**config.mk**
```make
export PLATFORM = sky130hd
export DESIGN_NAME = ssd_scan_decoder
export DESIGN_NICKNAME = d
export VERILOG_FILES = /design/src/rtl/ssd_pkg.sv /design/src/rtl/ssd_cathode_decode.sv /design/src/rtl/ssd_scan_decoder.sv
export SDC_FILE = /design/constraint.sdc
export NUM_CORES = 1
export LEC_CHECK = 0
export ABC_AREA = 1
export CAP_MARGIN = 15
export CORE_MARGIN = 5
export CORE_UTILIZATION = 57
export CTS_CLUSTER_SIZE = 14
export DETAILED_ROUTE_END_ITERATION = 8
export PLACE_DENSITY = 0.85
export SLEW_MARGIN = 25
export SYNTH_ARGS = -nofsm -noshare
export SYNTH_HDL_FRONTEND = slang
export SYNTH_SLANG_ARGS = --single-unit
```
**constraint.sdc**
```tcl
create_clock -name clock -period 8.5 [get_ports clock]
set_input_delay 1.7 -clock clock [delete_from_list [all_inputs] [get_ports clock]]
set_output_delay 1.7 -clock clock [all_outputs]
set_load 0.03 [all_outputs]
```
**src/rtl/ssd_pkg.sv**
```systemverilog
// Shared symbol codes and cathode patterns for the seven-segment scan bus.
// Cathodes are active-low, segments a..g on bits 6..0.
package ssd_pkg;

  localparam int NUM_DIGITS_DEF = 8;

  localparam logic [4:0] SYM_0       = 5'h00;
  localparam logic [4:0] SYM_1       = 5'h01;
  localparam logic [4:0] SYM_2       = 5'h02;
  localparam logic [4:0] SYM_3       = 5'h03;
  localparam logic [4:0] SYM_4       = 5'h04;
  localparam logic [4:0] SYM_5       = 5'h05;
  localparam logic [4:0] SYM_6       = 5'h06;
  localparam logic [4:0] SYM_7       = 5'h07;
  localparam logic [4:0] SYM_8       = 5'h08;
  localparam logic [4:0] SYM_9       = 5'h09;
  localparam logic [4:0] SYM_A       = 5'h0A;
  localparam logic [4:0] SYM_B       = 5'h0B;
  localparam logic [4:0] SYM_C       = 5'h0C;
  localparam logic [4:0] SYM_D       = 5'h0D;
  localparam logic [4:0] SYM_E       = 5'h0E;
  localparam logic [4:0] SYM_F       = 5'h0F;
  localparam logic [4:0] SYM_I       = 5'h11;
  localparam logic [4:0] SYM_U       = 5'h12;
  localparam logic [4:0] SYM_L       = 5'h13;
  localparam logic [4:0] SYM_BLANK   = 5'h14;
  localparam logic [4:0] SYM_UNKNOWN = 5'h1F;

  localparam logic [6:0] CA_0     = 7'b0000001;
  localparam logic [6:0] CA_1     = 7'b1001111;
  localparam logic [6:0] CA_2     = 7'b0010010;
  localparam logic [6:0] CA_3     = 7'b0000110;
  localparam logic [6:0] CA_4     = 7'b1001100;
  localparam logic [6:0] CA_5     = 7'b0100100;
  localparam logic [6:0] CA_6     = 7'b0100000;
  localparam logic [6:0] CA_7     = 7'b0001111;
  localparam logic [6:0] CA_8     = 7'b0000000;
  localparam logic [6:0] CA_9     = 7'b0000100;
  localparam logic [6:0] CA_A     = 7'b0001000;
  localparam logic [6:0] CA_B     = 7'b1100000;
  localparam logic [6:0] CA_C     = 7'b0110001;
  localparam logic [6:0] CA_D     = 7'b1000010;
  localparam logic [6:0] CA_E     = 7'b0110000;
  localparam logic [6:0] CA_F     = 7'b0111000;
  localparam logic [6:0] CA_I     = 7'b1111001;
  localparam logic [6:0] CA_U     = 7'b1000001;
  localparam logic [6:0] CA_L     = 7'b1110001;
  localparam logic [6:0] CA_BLANK = 7'b1111111;

endpackage

```
**src/rtl/ssd_cathode_decode.sv**
```systemverilog
// Combinational cathode-pattern to symbol-code lookup; known=0 for patterns
// outside the table, in which case code is SYM_UNKNOWN.
module ssd_cathode_decode
  import ssd_pkg::*;
(
  input  logic [6:0] ca,
  output logic [4:0] code,
  output logic       known
);

  always_comb begin
    code  = SYM_UNKNOWN;
    known = 1'b1;
    case (ca)
      CA_0:     code = SYM_0;
      CA_1:     code = SYM_1;
      CA_2:     code = SYM_2;
      CA_3:     code = SYM_3;
      CA_4:     code = SYM_4;
      CA_5:     code = SYM_5;
      CA_6:     code = SYM_6;
      CA_7:     code = SYM_7;
      CA_8:     code = SYM_8;
      CA_9:     code = SYM_9;
      CA_A:     code = SYM_A;
      CA_B:     code = SYM_B;
      CA_C:     code = SYM_C;
      CA_D:     code = SYM_D;
      CA_E:     code = SYM_E;
      CA_F:     code = SYM_F;
      CA_I:     code = SYM_I;
      CA_U:     code = SYM_U;
      CA_L:     code = SYM_L;
      CA_BLANK: code = SYM_BLANK;
      default:  known = 1'b0;
    endcase
  end

endmodule

```
**src/rtl/ssd_scan_decoder.sv**
```systemverilog
// Receive-side monitor for the multiplexed seven-segment scan bus: synchronises,
// waits for the bus to settle, decodes each lit digit and tracks frame completion.
module ssd_scan_decoder
  import ssd_pkg::*;
#(
  parameter int NUM_DIGITS    = NUM_DIGITS_DEF,
  parameter int SYNC_STAGES   = 2,
  parameter int SETTLE_CYCLES = 4
) (
  input  logic                    clock,
  input  logic                    reset,
  input  logic [NUM_DIGITS-1:0]   anode_in,
  input  logic [6:0]              cathode_in,
  output logic [5*NUM_DIGITS-1:0] digit_codes,
  output logic [NUM_DIGITS-1:0]   digit_seen,
  output logic                    frame_valid,
  output logic [7:0]              frame_count,
  output logic                    decode_err,
  output logic                    anode_err
);

  localparam int CW = $clog2(SETTLE_CYCLES + 1);
  localparam int IW = (NUM_DIGITS > 1) ? $clog2(NUM_DIGITS) : 1;

  logic [NUM_DIGITS-1:0] an_sync_q [SYNC_STAGES];
  logic [NUM_DIGITS-1:0] an_sync_d [SYNC_STAGES];
  logic [6:0]            ca_sync_q [SYNC_STAGES];
  logic [6:0]            ca_sync_d [SYNC_STAGES];
  logic [CW-1:0]         settle_q, settle_d;
  logic [4:0]            codes_q [NUM_DIGITS];
  logic [4:0]            codes_d [NUM_DIGITS];
  logic [NUM_DIGITS-1:0] seen_q, seen_d, seen_set;
  logic [7:0]            count_q, count_d;
  logic                  frame_valid_q, frame_valid_d;
  logic                  decode_err_q, decode_err_d;
  logic                  anode_err_q, anode_err_d;

  logic [NUM_DIGITS-1:0] an, an_next, low;
  logic [6:0]            ca, ca_next;
  logic                  changed, sample, multi_low;
  logic [IW-1:0]         idx;
  logic [4:0]            dec_code;
  logic                  dec_known;

  ssd_cathode_decode u_decode (
    .ca    (ca),
    .code  (dec_code),
    .known (dec_known)
  );

  always_comb begin
    an_sync_d[0] = anode_in;
    ca_sync_d[0] = cathode_in;
    for (int i = 1; i < SYNC_STAGES; i++) begin
      an_sync_d[i] = an_sync_q[i-1];
      ca_sync_d[i] = ca_sync_q[i-1];
    end
  end

  assign an      = an_sync_q[SYNC_STAGES-1];
  assign ca      = ca_sync_q[SYNC_STAGES-1];
  assign an_next = an_sync_q[SYNC_STAGES-2];
  assign ca_next = ca_sync_q[SYNC_STAGES-2];

  // Looking one stage ahead lets the counter read 0 on the very cycle an/ca
  // take a new value, so the sample lands SYNC_STAGES+SETTLE_CYCLES edges out.
  always_comb begin
    changed  = (an_next != an) || (ca_next != ca);
    sample   = !changed && (settle_q == CW'(SETTLE_CYCLES - 1));
    settle_d = settle_q;
    if (changed)
      settle_d = '0;
    else if (settle_q != CW'(SETTLE_CYCLES))
      settle_d = settle_q + 1'b1;
  end

  always_comb begin
    low       = ~an;
    multi_low = (low & (low - 1'b1)) != '0;
    idx       = '0;
    for (int k = 0; k < NUM_DIGITS; k++)
      if (low[k]) idx = IW'(k);
  end

  always_comb begin
    codes_d       = codes_q;
    seen_d        = seen_q;
    seen_set      = seen_q;
    count_d       = count_q;
    frame_valid_d = 1'b0;
    decode_err_d  = 1'b0;
    anode_err_d   = 1'b0;
    if (sample && (low != '0)) begin
      if (multi_low) begin
        anode_err_d = 1'b1;
      end else begin
        codes_d[idx]  = dec_code;
        decode_err_d  = !dec_known;
        seen_set[idx] = 1'b1;
        if (&seen_set) begin
          seen_d        = '0;
          frame_valid_d = 1'b1;
          count_d       = count_q + 8'd1;
        end else begin
          seen_d = seen_set;
        end
      end
    end
  end

  always_ff @(posedge clock or posedge reset) begin
    if (reset) begin
      for (int i = 0; i < SYNC_STAGES; i++) begin
        an_sync_q[i] <= '1;
        ca_sync_q[i] <= '1;
      end
      for (int k = 0; k < NUM_DIGITS; k++)
        codes_q[k] <= SYM_BLANK;
      settle_q      <= '0;
      seen_q        <= '0;
      count_q       <= '0;
      frame_valid_q <= 1'b0;
      decode_err_q  <= 1'b0;
      anode_err_q   <= 1'b0;
    end else begin
      an_sync_q     <= an_sync_d;
      ca_sync_q     <= ca_sync_d;
      codes_q       <= codes_d;
      settle_q      <= settle_d;
      seen_q        <= seen_d;
      count_q       <= count_d;
      frame_valid_q <= frame_valid_d;
      decode_err_q  <= decode_err_d;
      anode_err_q   <= anode_err_d;
    end
  end

  always_comb begin
    for (int k = 0; k < NUM_DIGITS; k++)
      digit_codes[5*k +: 5] = codes_q[k];
  end

  assign digit_seen  = seen_q;
  assign frame_count = count_q;
  assign frame_valid = frame_valid_q;
  assign decode_err  = decode_err_q;
  assign anode_err   = anode_err_q;

endmodule

```
==> impl_metrics.yaml <==
critical_path:
  crit_fanout: 2
  critPathMaxStageDelay_ns: 0.68
  r2r_slack_ns: 6.23
  critPathArrivalTime_ns: 1.61
  crit_required_ns: 6.80
  end_kind: "output port"
  cp_num_buf_inv: 1
  crit_start: "digit_codes[32]$_DFFE_PP1P_"
  path_depth: 1
  crit_type: "reg2out"
  crit_path_top_delay_cell: "clkdlybuf4s50_1"
  crit_path_start_kind: "register"
  crit_end: "digit_codes[32]"
  path_cells: "clkdlybuf4s50_1"
  r2r_cells: 11
  r2r-end: "digit_codes[30]$_DFFE_PP0P_"
  crit_family: "buffers and inverters"
  r2r-start: "ca[1]$_DFF_PP1_"
detailed_routing:
  wirelength_um: 10400
  vias_per_cell: 5.20
  ant_nets: 0
  drt_iter0_drc: 219
  wl_per_cell_um: 13.8
  dr.pass1.iters: 5
  routed-via-count: 3920
  drc: 0
synth:
  yosysTopAreaCell: "dfstp_2"
  yosysMostFrequentCell: "nand2_1"
  synth_edf_count: 0
  synth_cells: 562
  synth_cell_type_count: 31
  yosysTopAreaCellShare_pct: 27.2
  ys_seq_area_share_pct: 53.1
  synth_commonest_cells: "241 x nand2_1, 75 x inv_1, 46 x dfrtp_1, 46 x dfstp_2, 43 x nor2_1"
  avgSynthCellArea_sq_um: 7.90
  ys_top_cells_by_area: "dfstp_2 27%, dfrtp_1 26%, nand2_1 20%"
  ys_warn_count: 0
  ys_ff_latch: 92
  synth.net_count: 583
  syn-cell-area_sq_um: 4440
  synthArstFlopShare_pct: 100
  ys.flop_type: "dfstp_2"
sta:
  min_period_over_period_pct: 39.0
  finalSetupViolations: 0
  drv_slew: 0
  max_freq_mhz: 302
  fin_tns_setup_ns: 0
  hold_viol_final: 0
  skew_ns: 0.0148
  worstMarginPinSlew_ns: 0.790
  final.min_clock_period_ns: 3.31
  slew_headroom_pct: 47.3
  rsz0062_at_grt: "false"
cts:
  numCtsBuffers: 9
  holdBufCountCts: 0
  ctsRootBufferMaster: "clkbuf_8"
  postCtsResizedCells: 0
  clk-insertion-delay-late_ns: 0.38
  cts.sinks: 92
  tritoncts: "yes"
  clk_pin_slew_ns: 0.11
  postCtsSetupBuffers: 0
  h-tree-depth: 3
  cts_buffer_depth: 2
place:
  dp.cells: 738
  dp_hpwl_um: 7670
  io_buffers: 75
  gp_congestion: 0.942
layout:
  syn_to_final_growth_pct: 24.3
  final_layout_size_suffix_gt1_share_pct: 13.5
  layout.cells.non_filler: 754
  diodes: 0
  nets: 668
min_path:
  hold_class: "reg2reg"
  worstHoldStart: "an_next[7]$_DFF_PP1_"
grt:
  grt_pass1_wl_um: 17400
  grt_max_degree: 93
  overflow: 0
  first_global_vias: 3831
  antenna_found_initial: 0
  grtUsageTotal_pct: 22.2
floorplan:
  die_w_um: 98.3
  coreArea_sq_um: 7650
  die_area_sq_um: 9660
  initial_utilization_pct: 58.1
  rows: 32
  die_height_um: 98.3
  ios: 76
power:
  p_seq_share_pct: 56.7
  p_per_area_nw_per_um2: 147
  switching_power_uw: 225
  p_sw_share_pct: 27.7
  power.leakage_nw: 2.84
  p_clk_share_pct: 36.2
  ir_drop_v: 0.000131
  p_int_uw: 587
  power_frac_comb_pct: 7.1
status:
  status: "complete, no violations"
run:
  drv_cap: 0
-- how the worst min path moves through the flow --
stage	end	slack, ns	depth (start not counted)
floorplan	an[3]$_DFF_PP1_	0.36	0
global placement	an[6]$_DFF_PP1_	0.36	0
detailed placement	an[7]$_DFF_PP1_	0.37	0
CTS	an[7]$_DFF_PP1_	0.38	0
global route	ca[0]$_DFF_PP1_	0.39	0
finish	an[7]$_DFF_PP1_	0.38	0
-- logic make-up (layout without fill, tap and decap cells) --
logic type	count (synthesis)	count (layout)	synth area share, %
and+or+nand+nor	348	348	33.5
DFF	92	92	53.1
buffers and inverters	83	173	7.21
AOI/OAI and AO/OA	28	28	3.61
xor gates and xnor gates	7	7	1.38
adders and majority gates	4	4	1.13
-- routing by layer --
layer	vias to the layer above	GRT usage [%]	wire length, um
met4	0	7.67	169
met3	18	4.36	606
met2	152	39.4	5420
met1	1856	26.9	4230
li1	1894	-	-
met5	-	0	0
-- area by class of cell --
| type | instances | area, sq um |
|---|---|---|
| fill | 560 | 2130 |
| tap | 102 | 128 |
| timing repair buffer | 76 | 762 |
| inverter | 81 | 305 |
| multi-input combinational | 387 | 1760 |
| sequential | 92 | 2360 |
| clock buffer | 9 | 124 |
| clock inverter | 7 | 81.3 |
-- state kept, by name (all words and copies together), names as in the netlist --
| signal | flops |
|---|---|
| ca_next | 7 |
| frame_count | 8 |
| settle_q | 3 |
| frame_valid | 1 |
| digit_codes | 40 |
| ca | 7 |
| anode_err | 1 |
| an | 8 |
| decode_err | 1 |
| an_next | 8 |
| digit_seen | 8 |
-- cells in the final DEF (no fill, tap or decap), types with 4 or more instances in the layout --
master | netlist | layout
xnor2_1 | 6 | 6
dfrtp_1 | 46 | 46
nor2_4 | 5 | 5
nor3_1 | 8 | 8
o21ai_0 | 19 | 19
nor2_1 | 43 | 43
dfstp_2 | 46 | 46
ha_1 | 4 | 4
nand2_1 | 241 | 241
nand3_1 | 22 | 22
clkbuf_8 | 0 | 9
nand4_1 | 14 | 14
inv_2 | 6 | 6
clkdlybuf4s50_1 | 0 | 75
a21oi_1 | 4 | 4
inv_1 | 75 | 74
-- power groups by stage --
stage          logic (mW)  registers, mW  clock network [mW]
3_5_place_dp       0.0578          0.468                   0
5_1_grt            0.0661          0.462               0.315
3_3_place_gp       0.0554          0.467                   0
2_1_floorplan      0.0392          0.465                   0
6_report           0.0580          0.460               0.294
4_1_cts            0.0583          0.460               0.296
-- metrics by stage --
step / util (%) / hold WS (ns) / cell area [sq um] / worst slack [ns] / power [mW]
floorplan: - / 0.361 / 4440 / 4.48 / 0.504
global placement: 69.5 / 0.363 / 5310 / 5.36 / 0.523
detailed placement: 69.5 / 0.367 / 5320 / 5.61 / 0.526
CTS: 72.2 / 0.380 / 5520 / 5.18 / 0.815
global route: 72.2 / 0.387 / 5520 / 5.17 / 0.843
finish: 72.2 / 0.379 / 5520 / 5.19 / 0.812
No activity file was read; power rests on OpenSTA's default activity.
